==> config.mk <==
export PLATFORM = sky130hd
export DESIGN_NAME = regfile_debug_master_flat
export DESIGN_NICKNAME = d
export VERILOG_FILES = /design/src/rtl/regfile_debug_master_if.sv /design/src/rtl/regfile_debug_master.sv /design/src/flat_wrapper.sv
export SDC_FILE = /design/constraint.sdc
export NUM_CORES = 1
export LEC_CHECK = 0
export CORE_MARGIN = 4
export CORE_UTILIZATION = 45
export CTS_CLUSTER_DIAMETER = 80
export DETAILED_ROUTE_END_ITERATION = 6
export PLACE_DENSITY = 0.89
export SLEW_MARGIN = 5
export SYNTH_ARGS = -nofsm -noshare
export SYNTH_HDL_FRONTEND = slang
export SYNTH_SLANG_ARGS = --single-unit
==> constraint.sdc <==
create_clock -name clk -period 4.25 [get_ports clk]
set_input_delay 0.425 -clock clk [delete_from_list [all_inputs] [get_ports clk]]
set_output_delay 0.425 -clock clk [all_outputs]
set_load 0.02 [all_outputs]
==> src/rtl/regfile_debug_master_if.sv <==
// Command, load-stream, dump-stream and register-file port bundle for regfile_debug_master.
// The slave modport is the debug master itself; master is the surrounding agent + register file.
interface regfile_debug_master_if #(
    parameter int DATA_W = 16,
    parameter int ADDR_W = 3
);
    logic              cmd_valid;
    logic              cmd_ready;
    logic              cmd_op;
    logic [ADDR_W-1:0] cmd_first;
    logic [3:0]        cmd_count;

    logic              ld_valid;
    logic              ld_ready;
    logic [DATA_W-1:0] ld_data;

    logic              dp_valid;
    logic              dp_ready;
    logic [DATA_W-1:0] dp_data;
    logic [ADDR_W-1:0] dp_addr;

    logic [ADDR_W-1:0] rf_readreg;
    logic [DATA_W-1:0] rf_readdata;
    logic [ADDR_W-1:0] rf_writereg;
    logic [DATA_W-1:0] rf_writedata;
    logic              rf_regwrite;

    logic              busy;
    logic              done;
    logic              err;

    modport master (
        output cmd_valid, cmd_op, cmd_first, cmd_count,
        output ld_valid, ld_data,
        output dp_ready,
        output rf_readdata,
        input  cmd_ready, ld_ready,
        input  dp_valid, dp_data, dp_addr,
        input  rf_readreg, rf_writereg, rf_writedata, rf_regwrite,
        input  busy, done, err
    );

    modport slave (
        input  cmd_valid, cmd_op, cmd_first, cmd_count,
        input  ld_valid, ld_data,
        input  dp_ready,
        input  rf_readdata,
        output cmd_ready, ld_ready,
        output dp_valid, dp_data, dp_addr,
        output rf_readreg, rf_writereg, rf_writedata, rf_regwrite,
        output busy, done, err
    );
endinterface

==> src/rtl/regfile_debug_master.sv <==
// Debug/boot initiator for the register file: bulk-loads a register range from a word
// stream or dumps a range to an output stream, owning the register file ports while busy.
module regfile_debug_master #(
    parameter int DATA_W     = 16,
    parameter int ADDR_W     = 3,
    parameter bit PROTECT_R0 = 1'b1
) (
    input logic                  clk,
    input logic                  rst_n,
    regfile_debug_master_if.slave bus
);
    localparam int NREGS = 2 ** ADDR_W;

    typedef enum logic [2:0] {
        S_IDLE,
        S_DUMP_RD,
        S_DUMP_OUT,
        S_LOAD,
        S_FIN
    } state_t;

    state_t            r_state;
    logic [ADDR_W-1:0] r_addr;
    logic [3:0]        r_remaining;
    logic [ADDR_W-1:0] r_readreg;
    logic [DATA_W-1:0] r_dp_data;
    logic [ADDR_W-1:0] r_dp_addr;
    logic              r_dp_valid;
    logic              r_ld_ready;
    logic              r_cmd_ready;
    logic              r_busy;
    logic              r_done;
    logic              r_err;

    logic              w_count_ok;
    logic              w_last;
    logic              w_r0_blocked;
    logic [ADDR_W-1:0] w_addr_inc;

    assign w_count_ok   = (bus.cmd_count != 4'd0) && (32'(bus.cmd_count) <= NREGS);
    assign w_last       = (r_remaining == 4'd1);
    assign w_r0_blocked = PROTECT_R0 && (r_addr == '0);
    assign w_addr_inc   = r_addr + ADDR_W'(1);

    // Write strobe is combinational so each load word lands on its own handshake edge.
    // r_ld_ready mirrors the LOAD state and is cleared asynchronously by reset.
    assign bus.rf_regwrite  = r_ld_ready && bus.ld_valid && !w_r0_blocked;
    assign bus.rf_writereg  = r_addr;
    assign bus.rf_writedata = bus.ld_data;
    assign bus.rf_readreg   = r_readreg;

    assign bus.cmd_ready = r_cmd_ready;
    assign bus.ld_ready  = r_ld_ready;
    assign bus.dp_valid  = r_dp_valid;
    assign bus.dp_data   = r_dp_data;
    assign bus.dp_addr   = r_dp_addr;
    assign bus.busy      = r_busy;
    assign bus.done      = r_done;
    assign bus.err       = r_err;

    always_ff @(posedge clk or negedge rst_n) begin
        if (!rst_n) begin
            r_state     <= S_IDLE;
            r_addr      <= '0;
            r_remaining <= '0;
            r_readreg   <= '0;
            r_dp_data   <= '0;
            r_dp_addr   <= '0;
            r_dp_valid  <= 1'b0;
            r_ld_ready  <= 1'b0;
            r_cmd_ready <= 1'b0;
            r_busy      <= 1'b0;
            r_done      <= 1'b0;
            r_err       <= 1'b0;
        end else begin
            case (r_state)
                S_IDLE: begin
                    r_cmd_ready <= 1'b1;
                    // cmd_ready only rises one edge after reset release, so gate on it
                    if (r_cmd_ready && bus.cmd_valid) begin
                        r_addr      <= bus.cmd_first;
                        r_remaining <= bus.cmd_count;
                        r_cmd_ready <= 1'b0;
                        r_busy      <= 1'b1;
                        if (!w_count_ok) begin
                            r_state <= S_FIN;
                            r_done  <= 1'b1;
                            r_err   <= 1'b1;
                        end else if (bus.cmd_op) begin
                            r_state    <= S_LOAD;
                            r_ld_ready <= 1'b1;
                        end else begin
                            r_state   <= S_DUMP_RD;
                            r_readreg <= bus.cmd_first;
                        end
                    end
                end

                S_DUMP_RD: begin
                    r_dp_data  <= bus.rf_readdata;
                    r_dp_addr  <= r_addr;
                    r_dp_valid <= 1'b1;
                    r_state    <= S_DUMP_OUT;
                end

                S_DUMP_OUT: begin
                    if (bus.dp_ready) begin
                        r_dp_valid  <= 1'b0;
                        r_addr      <= w_addr_inc;
                        r_remaining <= r_remaining - 4'd1;
                        if (w_last) begin
                            r_state <= S_FIN;
                            r_done  <= 1'b1;
                            r_err   <= 1'b0;
                        end else begin
                            r_state   <= S_DUMP_RD;
                            r_readreg <= w_addr_inc;
                        end
                    end
                end

                S_LOAD: begin
                    if (bus.ld_valid) begin
                        r_addr      <= w_addr_inc;
                        r_remaining <= r_remaining - 4'd1;
                        if (w_last) begin
                            r_ld_ready <= 1'b0;
                            r_state    <= S_FIN;
                            r_done     <= 1'b1;
                            r_err      <= 1'b0;
                        end
                    end
                end

                S_FIN: begin
                    r_done      <= 1'b0;
                    r_err       <= 1'b0;
                    r_busy      <= 1'b0;
                    r_cmd_ready <= 1'b1;
                    r_state     <= S_IDLE;
                end

                default: begin
                    r_state     <= S_IDLE;
                    r_dp_valid  <= 1'b0;
                    r_ld_ready  <= 1'b0;
                    r_busy      <= 1'b0;
                    r_done      <= 1'b0;
                    r_err       <= 1'b0;
                    r_cmd_ready <= 1'b0;
                end
            endcase
        end
    end
endmodule

==> src/flat_wrapper.sv <==
// flat-port wrapper written by rule: the top's interface ports become plain ports
module regfile_debug_master_flat 
#(
    parameter int DATA_W     = 16,
    parameter int ADDR_W     = 3,
    parameter bit PROTECT_R0 = 1'b1
)
  (clk, rst_n, bus_cmd_valid, bus_cmd_op, bus_cmd_first, bus_cmd_count, bus_ld_valid, bus_ld_data, bus_dp_ready, bus_rf_readdata, bus_cmd_ready, bus_ld_ready, bus_dp_valid, bus_dp_data, bus_dp_addr, bus_rf_readreg, bus_rf_writereg, bus_rf_writedata, bus_rf_regwrite, bus_busy, bus_done, bus_err);
  regfile_debug_master_if #(.DATA_W(DATA_W), .ADDR_W(ADDR_W)) bus_i ();
  input logic clk;
  input logic rst_n;
  input wire logic [$bits(bus_i.cmd_valid)-1:0] bus_cmd_valid;
  input wire logic [$bits(bus_i.cmd_op)-1:0] bus_cmd_op;
  input wire logic [$bits(bus_i.cmd_first)-1:0] bus_cmd_first;
  input wire logic [$bits(bus_i.cmd_count)-1:0] bus_cmd_count;
  input wire logic [$bits(bus_i.ld_valid)-1:0] bus_ld_valid;
  input wire logic [$bits(bus_i.ld_data)-1:0] bus_ld_data;
  input wire logic [$bits(bus_i.dp_ready)-1:0] bus_dp_ready;
  input wire logic [$bits(bus_i.rf_readdata)-1:0] bus_rf_readdata;
  output wire logic [$bits(bus_i.cmd_ready)-1:0] bus_cmd_ready;
  output wire logic [$bits(bus_i.ld_ready)-1:0] bus_ld_ready;
  output wire logic [$bits(bus_i.dp_valid)-1:0] bus_dp_valid;
  output wire logic [$bits(bus_i.dp_data)-1:0] bus_dp_data;
  output wire logic [$bits(bus_i.dp_addr)-1:0] bus_dp_addr;
  output wire logic [$bits(bus_i.rf_readreg)-1:0] bus_rf_readreg;
  output wire logic [$bits(bus_i.rf_writereg)-1:0] bus_rf_writereg;
  output wire logic [$bits(bus_i.rf_writedata)-1:0] bus_rf_writedata;
  output wire logic [$bits(bus_i.rf_regwrite)-1:0] bus_rf_regwrite;
  output wire logic [$bits(bus_i.busy)-1:0] bus_busy;
  output wire logic [$bits(bus_i.done)-1:0] bus_done;
  output wire logic [$bits(bus_i.err)-1:0] bus_err;
  assign bus_i.cmd_valid = bus_cmd_valid;
  assign bus_i.cmd_op = bus_cmd_op;
  assign bus_i.cmd_first = bus_cmd_first;
  assign bus_i.cmd_count = bus_cmd_count;
  assign bus_i.ld_valid = bus_ld_valid;
  assign bus_i.ld_data = bus_ld_data;
  assign bus_i.dp_ready = bus_dp_ready;
  assign bus_i.rf_readdata = bus_rf_readdata;
  assign bus_cmd_ready = bus_i.cmd_ready;
  assign bus_ld_ready = bus_i.ld_ready;
  assign bus_dp_valid = bus_i.dp_valid;
  assign bus_dp_data = bus_i.dp_data;
  assign bus_dp_addr = bus_i.dp_addr;
  assign bus_rf_readreg = bus_i.rf_readreg;
  assign bus_rf_writereg = bus_i.rf_writereg;
  assign bus_rf_writedata = bus_i.rf_writedata;
  assign bus_rf_regwrite = bus_i.rf_regwrite;
  assign bus_busy = bus_i.busy;
  assign bus_done = bus_i.done;
  assign bus_err = bus_i.err;
  regfile_debug_master #(.DATA_W(DATA_W), .ADDR_W(ADDR_W), .PROTECT_R0(PROTECT_R0)) u_core (.clk(clk), .rst_n(rst_n), .bus(bus_i));
endmodule
==> out/qor.csv, run 1 <==
metric,value,unit
fin_skew,7.014,ps
coreArea,0.004354,mm^2
yosys_register_bits,38,
cts-root-buf,clkbuf_8,
syn_area_per_cell,10.68,um^2
drive_gt1_share,15.32,%
grt_pass1_wl,7.024,mm
peakVddDrop,0.3449,mV
syn_inst,190,
setup_viol,0,
grt_max_degree,39,
antenna_cells,0,
groute.usage.overall,16.16,%
hpwlAfterDp,3.247,mm
power.leakage,1.094,nW
max_freq,432.8,MHz
post-route-cell-area,0.002629,mm^2
required,4430,ps
wl_per_cell,15.82,um
drt_iter0_markers,90,
hp-class,primary input to async pin,
via_per_inst,5.526,
post-cts-setup-buffer-count,0,
period_share,54.36,%
syn_area,0.002029,mm^2
synthArstFlopShare,100.0,%
rsz0062_at_grt,false,
critPathCaptureType,register,
finalCriticalPeriod,2310,ps
overflow,0,
io_pins,93,
firstDrtPassIters,4,
critPathLaunchType,register,
placed_area,0.002534,mm^2
vias,1586,
p_total,2.155,mW
cts_tree,built,
hold_buffers,0,
ctsLongestPathBuffers,2,
drc,0,
path_buf_inv,0,
ys_warn_count,0,
h-tree-depth,2,
cts_sinks,38,
max_stage_delay,670,ps
initial_core_util,46.61,%
cts_made_buffers,5,
cp_data_arrival_time,2490,ps
synth_cell_types,48,
status,completed,
path_cells,nand2b_1 > or4_1 > nor2b_1 > a221o_1,
die_area,0.005648,mm^2
synth_top_area_share,46.86,%
syn_nets,239,
drv_cap,0,
yosys_most_used_dff,dfrtp_1,
insertion_delay,290,ps
die_w,75.16,um
finalHoldViolations,0,
first_global_vias,1481,
port-buffer-count,60,
drt_wl_total,4.541,mm
synth_edf_count,0,
yosysSeqAreaShare,46.86,%
fin_nets,283,
syn2layout_area_growth,29.53,%
antenna_found_initial,0,
critPathTopFamily,simple AND/OR/NAND/NOR gates,
gp_congestion,0.7943,
slowest_stage,dfrtp_1,
path_class,register to register,
crit_fanout,18,
path_clk_slew,80,ps
cts_resized,0,
final_cell_mix,"clkdlybuf4s50_1 (59), dfrtp_1 (38), mux2_2 (21)",
worst_pin_slew,906.6,ps
maxSlewViolCount,0,
rows,24,
post-synth-top-area-cell,dfrtp_1,
relSlewSlack,39.37,%
ant_nets,0,
powerDensity,819.6,mW/mm^2
synth.area.top_cells,"dfrtp_1 (47%), mux2_2 (12%), buf_4 (5.9%)",
final_common_cell,clkdlybuf4s50_1,
die_h,75.16,um
setup_tns,0,ps
power by group:
group | internal, mW | leakage [nW] | switching (mW)
Combinational | 0.594 | 0.593 | 0.591
Clock | 0.130 | 0.0472 | 0.128
Sequential | 0.547 | 0.454 | 0.163
Total | 1.27 | 1.09 | 0.882
synthesized netlist by cell type (all sizes together), types with 4 or more instances:
cell     n
a211oi   4
nor3     4
ha       4
inv     11
dfrtp   38
clkbuf   5
a21oi   12
nor2    13
o31ai    4
mux2    21
buf     18
o21ai    9
nand2    4
metrics by stage:
stage | std cells | util [%] | setup slack, ps | hold WS, ps
floorplan | 190 | - | 2459 | 129.4
global placement | 279 | 58.19 | 1939 | 486.9
detailed placement | 279 | 58.19 | 1923 | 494.7
CTS | 287 | 60.37 | 1973 | 267.4
global route | 287 | 60.37 | 1811 | 300.0
finish | 287 | 60.37 | 1940 | 232.9
layer usage:
metal  GRT usage (%)  vias up  wire length, um  part of all wire [%]
met4           6.214        0               53                   1.2
met3           4.539        7              420                   9.2
met2           25.24       73             2175                    48
li1                -      761                -                     -
met5               0        -                0                     0
met1           21.34      745             1891                    42
state kept, by name, indices dropped and copies added, names as in the netlist:
signal and cells:
u_core.r_remaining 4, u_core.bus.dp_data 16, u_core.bus.rf_writereg 3, u_core.bus.cmd_ready 1, u_core.bus.ld_ready 1, u_core.bus.dp_valid 1, u_core.bus.rf_readreg 3, u_core.bus.done 1
u_core.bus.dp_addr 3, u_core.r_state 3, u_core.bus.busy 1, u_core.bus.err 1
final timing paths:
path,start,endpoint,slack (ps),depth (start not counted)
setup / recovery,u_core.r_state[1],u_core.bus.rf_readreg[0],1940,4
hold / removal,rst_n,u_core.r_remaining[1],230,1
setup reg to reg,u_core.r_state[1],u_core.bus.rf_readreg[0],1940,4
hold reg to reg,u_core.bus.dp_data[9],u_core.bus.dp_data[9],510,1
max in group asynchronous,rst_n,u_core.bus.busy,3490,1
min in group clk,u_core.bus.dp_data[9],u_core.bus.dp_data[9],510,1
kinds of logic after synthesis:
logic type | synth area share (%)
AO/OA/AOI/OAI | 15.11
XOR/XNOR | 0.4316
adder cells (fa/ha/maj) | 2.466
buffers and inverters | 9.741
flip-flops | 46.86
multiplexers | 12.64
AND/OR/NAND/NOR | 12.76
cell type report:
type	count	area, um^2
fillers	356	1725
flip-flops and latches	38	950.9
multi-input cells	118	880.8
repair buffers	60	595.6
clock buffers	6	82.58
well taps	52	65.06
inverters	11	41.29
clock inverters	2	12.51
(Power assumes the default switching activity.)
==> inputs of run 2 (changes only) <==
--- a/config.mk
+++ b/config.mk
@@ -6,10 +6,10 @@
 export NUM_CORES = 1
 export LEC_CHECK = 0
 export CORE_MARGIN = 4
-export CORE_UTILIZATION = 45
+export CORE_UTILIZATION = 41
 export CTS_CLUSTER_DIAMETER = 80
 export DETAILED_ROUTE_END_ITERATION = 6
-export PLACE_DENSITY = 0.89
+export PLACE_DENSITY = 0.82
 export SLEW_MARGIN = 5
 export SYNTH_ARGS = -nofsm -noshare
 export SYNTH_HDL_FRONTEND = slang
==> constraint.sdc (replaced) <==
create_clock -name clk -period 2.15 [get_ports clk]
set_input_delay 0.215 -clock clk [delete_from_list [all_inputs] [get_ports clk]]
set_output_delay 0.215 -clock clk [all_outputs]
set_load 0.02 [all_outputs]
==> out/qor.csv, run 2 (same netlist as run 1, synthesis figures left out) <==
metric,value,unit
drc,0,
cts_sinks,38,
crit_fanout,7,
fin_skew,2.314,ps
fin_nets,290,
ctsLongestPathBuffers,2,
seq_power_share,32.1,%
gp_congestion,0.8957,
hpwlAfterDp,3.283,mm
grt_pass1_wl,7.741,mm
antenna_found_initial,0,
drive_gt1_share,17.43,%
cts_tree,built,
status,completed,
first_global_vias,1631,
wl_per_cell,14.65,um
critPathLaunchType,register,
vias,1599,
power.leakage,1.142,nW
path_cells,ha_1 > nor3b_1 > buf_4 > or4_1 > nor2b_1 > a221o_1,
die_h,78.36,um
period_share,92.97,%
firstDrtPassIters,5,
finalCriticalPeriod,1999,ps
groute.usage.overall,15.51,%
coreArea,0.004755,mm^2
port-buffer-count,60,
path_clk_slew,80,ps
largest_register_ffs,16,
final_common_cell,clkdlybuf4s50_1,
required,2320,ps
hp-class,primary input to async pin,
critPathTopFamily,simple AND/OR/NAND/NOR gates,
p_clk_share,11.0,%
finalHoldViolations,0,
internal-power,2.534,mW
final_cell_mix,"clkdlybuf4s50_1 (58), dfrtp_1 (38), mux2_2 (21)",
cts-root-buf,clkbuf_8,
p_switching,1.738,mW
grt_max_degree,39,
insertion_delay,280,ps
slowest_stage,or4_1,
rsz0062_at_grt,false,
drt_wl_total,4.511,mm
peakVddDrop,0.7990,mV
path_buf_inv,1,
cts_made_buffers,5,
max_stage_delay,470,ps
die_w,78.36,um
die_area,0.006140,mm^2
swShare,40.68,%
worst_pin_slew,835.6,ps
rows,25,
pwr-share-comb,56.9,%
ant_nets,0,
drt_iter0_markers,48,
initial_core_util,42.68,%
via_per_inst,5.192,
place_ws,26.84,ps
p_total,4.272,mW
critPathCaptureType,register,
relSlewSlack,44.29,%
overflow,0,
powerDensity,1590,mW/mm^2
nFillCells,439,
setup_tns,0,ps
antenna_cells,0,
drv_cap,0,
syn2layout_area_growth,32.37,%
max_freq,500.3,MHz
maxSlewViolCount,0,
cp_data_arrival_time,2170,ps
setup_viol,0,
io_pins,93,
h-tree-depth,2,
path_class,register to register,
fin_ws,151.1,ps
-- run 2: cell types whose count changed in the layout (fill, tap and decap cells not counted), sizes merged --
cell           previous run  this run
buf                       1         8
clkinv                    1         2
dlymetal6s2s              0         1
clkbuf                    6         5
clkinvlp                  1         0
clkdlybuf4s50            59        58
-- run 2: power by group through the flow --
stage          sequential [mW]  combinational, mW  clock [mW]
5_1_grt                   1.44               2.65       0.513
4_1_cts                   1.37               2.46       0.483
3_3_place_gp              1.37               2.41           0
3_5_place_dp              1.38               2.44           0
6_report                  1.37               2.43       0.470
2_1_floorplan             1.67               1.23           0
-- run 2: worst register-to-register path, stage by stage, from the launching register on --
cell	delay, ps
dfrtp_1	430
ha_1	210
nor3b_1	130
buf_4	160
or4_1	470
nor2b_1	190
a221o_1	290
-- run 2: per-stage QoR --
| stage | instances | instance area (um^2) | hold WS [ps] | utilization [%] |
|---|---|---|---|---|
| 2_1_floorplan | 190 | 2029 | -80.59 | - |
| 3_3_place_gp | 301 | 2605 | 371.9 | 54.79 |
| 3_5_place_dp | 301 | 2605 | 374.0 | 54.79 |
| 4_1_cts | 308 | 2684 | 63.40 | 56.45 |
| 5_1_grt | 308 | 2686 | 89.32 | 56.50 |
| 6_report | 308 | 2686 | 25.99 | 56.50 |
-- run 2: cell type report --
cell class / count / area (um^2) / share of cell area (%)
sequential: 38 / 950.9 / 35.40
multi-input combinational: 118 / 880.8 / 32.79
timing repair buffer: 67 / 650.6 / 24.22
tap: 67 / 83.83 / 3.121
clock buffer: 5 / 68.82 / 2.562
inverter: 11 / 41.29 / 1.537
clock inverter: 2 / 10.01 / 0.3726
-- run 2: path summary, 6_finish.rpt --
path,startpoint,to,slack [ps],depth (start not counted)
worst min-delay path,rst_n,u_core.r_remaining[1],30,1
max in group asynchronous,rst_n,u_core.bus.dp_data[6],1600,1
worst max-delay path,u_core.r_remaining[0],u_core.bus.rf_readreg[0],150,6
min in group clk,bus_ld_data[12],bus_rf_writedata[12],430,0
worst min register to register,u_core.bus.dp_data[1],u_core.bus.dp_data[1],510,1
worst max register to register,u_core.r_remaining[0],u_core.bus.rf_readreg[0],150,6
-- run 2: timing repair --
item / in CTS / in global routing
setup endpoints to repair: 0 / 1
gates resized for setup: 0 / 1
hold endpoints to repair: 0 / 0
setup buffers: 0 / 0
hold buffers: 0 / 0
-- run 2: routing by layer --
metal  vias to the layer above  routed length (um)  global-route usage [%]
met5                         -                   0                       0
met4                         0                  30                   3.322
met3                         9                 356                   5.390
met2                        66                2095                   23.29
met1                       751                2027                   21.68
li1                        773                   -                       -
==> inputs of run 3 (changes only) <==
--- a/config.mk
+++ b/config.mk
@@ -9,6 +9,7 @@
 export CORE_UTILIZATION = 41
 export CTS_CLUSTER_DIAMETER = 80
 export DETAILED_ROUTE_END_ITERATION = 6
+export MAX_ROUTING_LAYER = met4
 export PLACE_DENSITY = 0.82
 export SLEW_MARGIN = 5
 export SYNTH_ARGS = -nofsm -noshare
==> out/qor.csv, run 3 (same netlist as run 1, synthesis figures left out) <==
metric,value,unit
relSlewSlack,44.29,%
hp-class,primary input to async pin,
critPathCaptureType,register,
antenna_cells,0,
coreArea,0.004755,mm^2
largest_register_ffs,16,
final_common_cell,clkdlybuf4s50_1,
die_area,0.006140,mm^2
power.leakage,1.142,nW
path_class,register to register,
rsz0062_at_grt,false,
gp_congestion,0.9109,
antenna_found_initial,0,
path_cells,ha_1 > nor3b_1 > buf_4 > or4_1 > nor2b_1 > a221o_1,
drc,0,
fin_skew,2.313,ps
post-cts-setup-buffer-count,0,
place_ws,26.84,ps
crit_fanout,7,
rows,25,
io_pins,93,
final_cell_mix,"clkdlybuf4s50_1 (58), dfrtp_1 (38), mux2_2 (21)",
finalCriticalPeriod,1999,ps
path_buf_inv,1,
required,2320,ps
cts_resized,0,
syn2layout_area_growth,32.37,%
h-tree-depth,2,
grt_max_degree,39,
setup_viol,0,
cts_made_buffers,5,
ctsLongestPathBuffers,2,
wl_per_cell,14.63,um
initial_core_util,42.68,%
die_w,78.36,um
cp_data_arrival_time,2170,ps
die_h,78.36,um
path_clk_slew,80,ps
drive_gt1_share,17.43,%
via_per_inst,5.192,
ant_nets,0,
port-buffer-count,60,
cts-root-buf,clkbuf_8,
setup_tns,0,ps
slowest_stage,or4_1,
maxSlewViolCount,0,
fin_nets,290,
finalHoldViolations,0,
critPathTopFamily,simple AND/OR/NAND/NOR gates,
firstDrtPassIters,5,
hpwlAfterDp,3.283,mm
vias,1599,
critPathLaunchType,register,
drv_cap,0,
grt_pass1_wl,7.734,mm
overflow,0,
period_share,92.97,%
cts_sinks,38,
cts_tree,built,
powerDensity,1590,mW/mm^2
status,completed,
max_freq,500.3,MHz
max_stage_delay,470,ps
drt_iter0_markers,48,
insertion_delay,280,ps
first_global_vias,1632,
hold_buffers,0,
worst_pin_slew,835.6,ps
fin_ws,151.1,ps
peakVddDrop,0.7990,mV
groute.usage.overall,15.94,%
drt_wl_total,4.507,mm
[run 3: cell counts in the layout (fill, tap and decap cells not counted)]
No cell type changed its count.
[run 3: area by class of cell]
type / instances / area [um^2]
multi-input cells: 118 / 880.8
repair buffers: 67 / 650.6
clock inverters: 2 / 10.01
well taps: 67 / 83.83
clock buffers: 5 / 68.82
inverters: 11 / 41.29
flip-flops and latches: 38 / 950.9
fillers: 439 / 2068
[run 3: power by group]
part / switching (mW) / internal, mW / total (mW)
Combinational: 1.20 / 1.23 / 2.43
Sequential: 0.288 / 1.08 / 1.37
Clock: 0.251 / 0.218 / 0.469
[run 3: stage by stage]
stage / utilization (%) / cells / hold slack, ps / power [mW] / cell area, um^2
6_report: 56.50 / 308 / 25.90 / 4.271 / 2686
5_1_grt: 56.50 / 308 / 89.32 / 4.607 / 2686
4_1_cts: 56.45 / 308 / 63.40 / 4.313 / 2684
3_5_place_dp: 54.79 / 301 / 374.0 / 3.821 / 2605
3_3_place_gp: 54.79 / 301 / 371.9 / 3.784 / 2605
2_1_floorplan: - / 190 / -80.59 / 2.898 / 2029
[run 3: routing by layer]
| metal | GRT usage (%) | wire length [um] | up-vias |
|---|---|---|---|
| met5 | - | 0 | - |
| met4 | 3.322 | 30 | 0 |
| met3 | 5.161 | 344 | 9 |
| met2 | 23.29 | 2097 | 66 |
| met1 | 21.83 | 2034 | 751 |
| li1 | - | - | 773 |
[run 3: path summary, 6_finish.rpt]
kind,start,slack [ps],depth (start not counted),to
hold / removal,rst_n,30,1,u_core.r_remaining[1]
min in group clk,bus_ld_data[12],430,0,bus_rf_writedata[12]
setup reg to reg,u_core.r_remaining[0],150,6,u_core.bus.rf_readreg[0]
max in group asynchronous,rst_n,1600,1,u_core.bus.dp_data[6]
hold reg to reg,u_core.bus.dp_data[1],510,1,u_core.bus.dp_data[1]
setup / recovery,u_core.r_remaining[0],150,6,u_core.bus.rf_readreg[0]
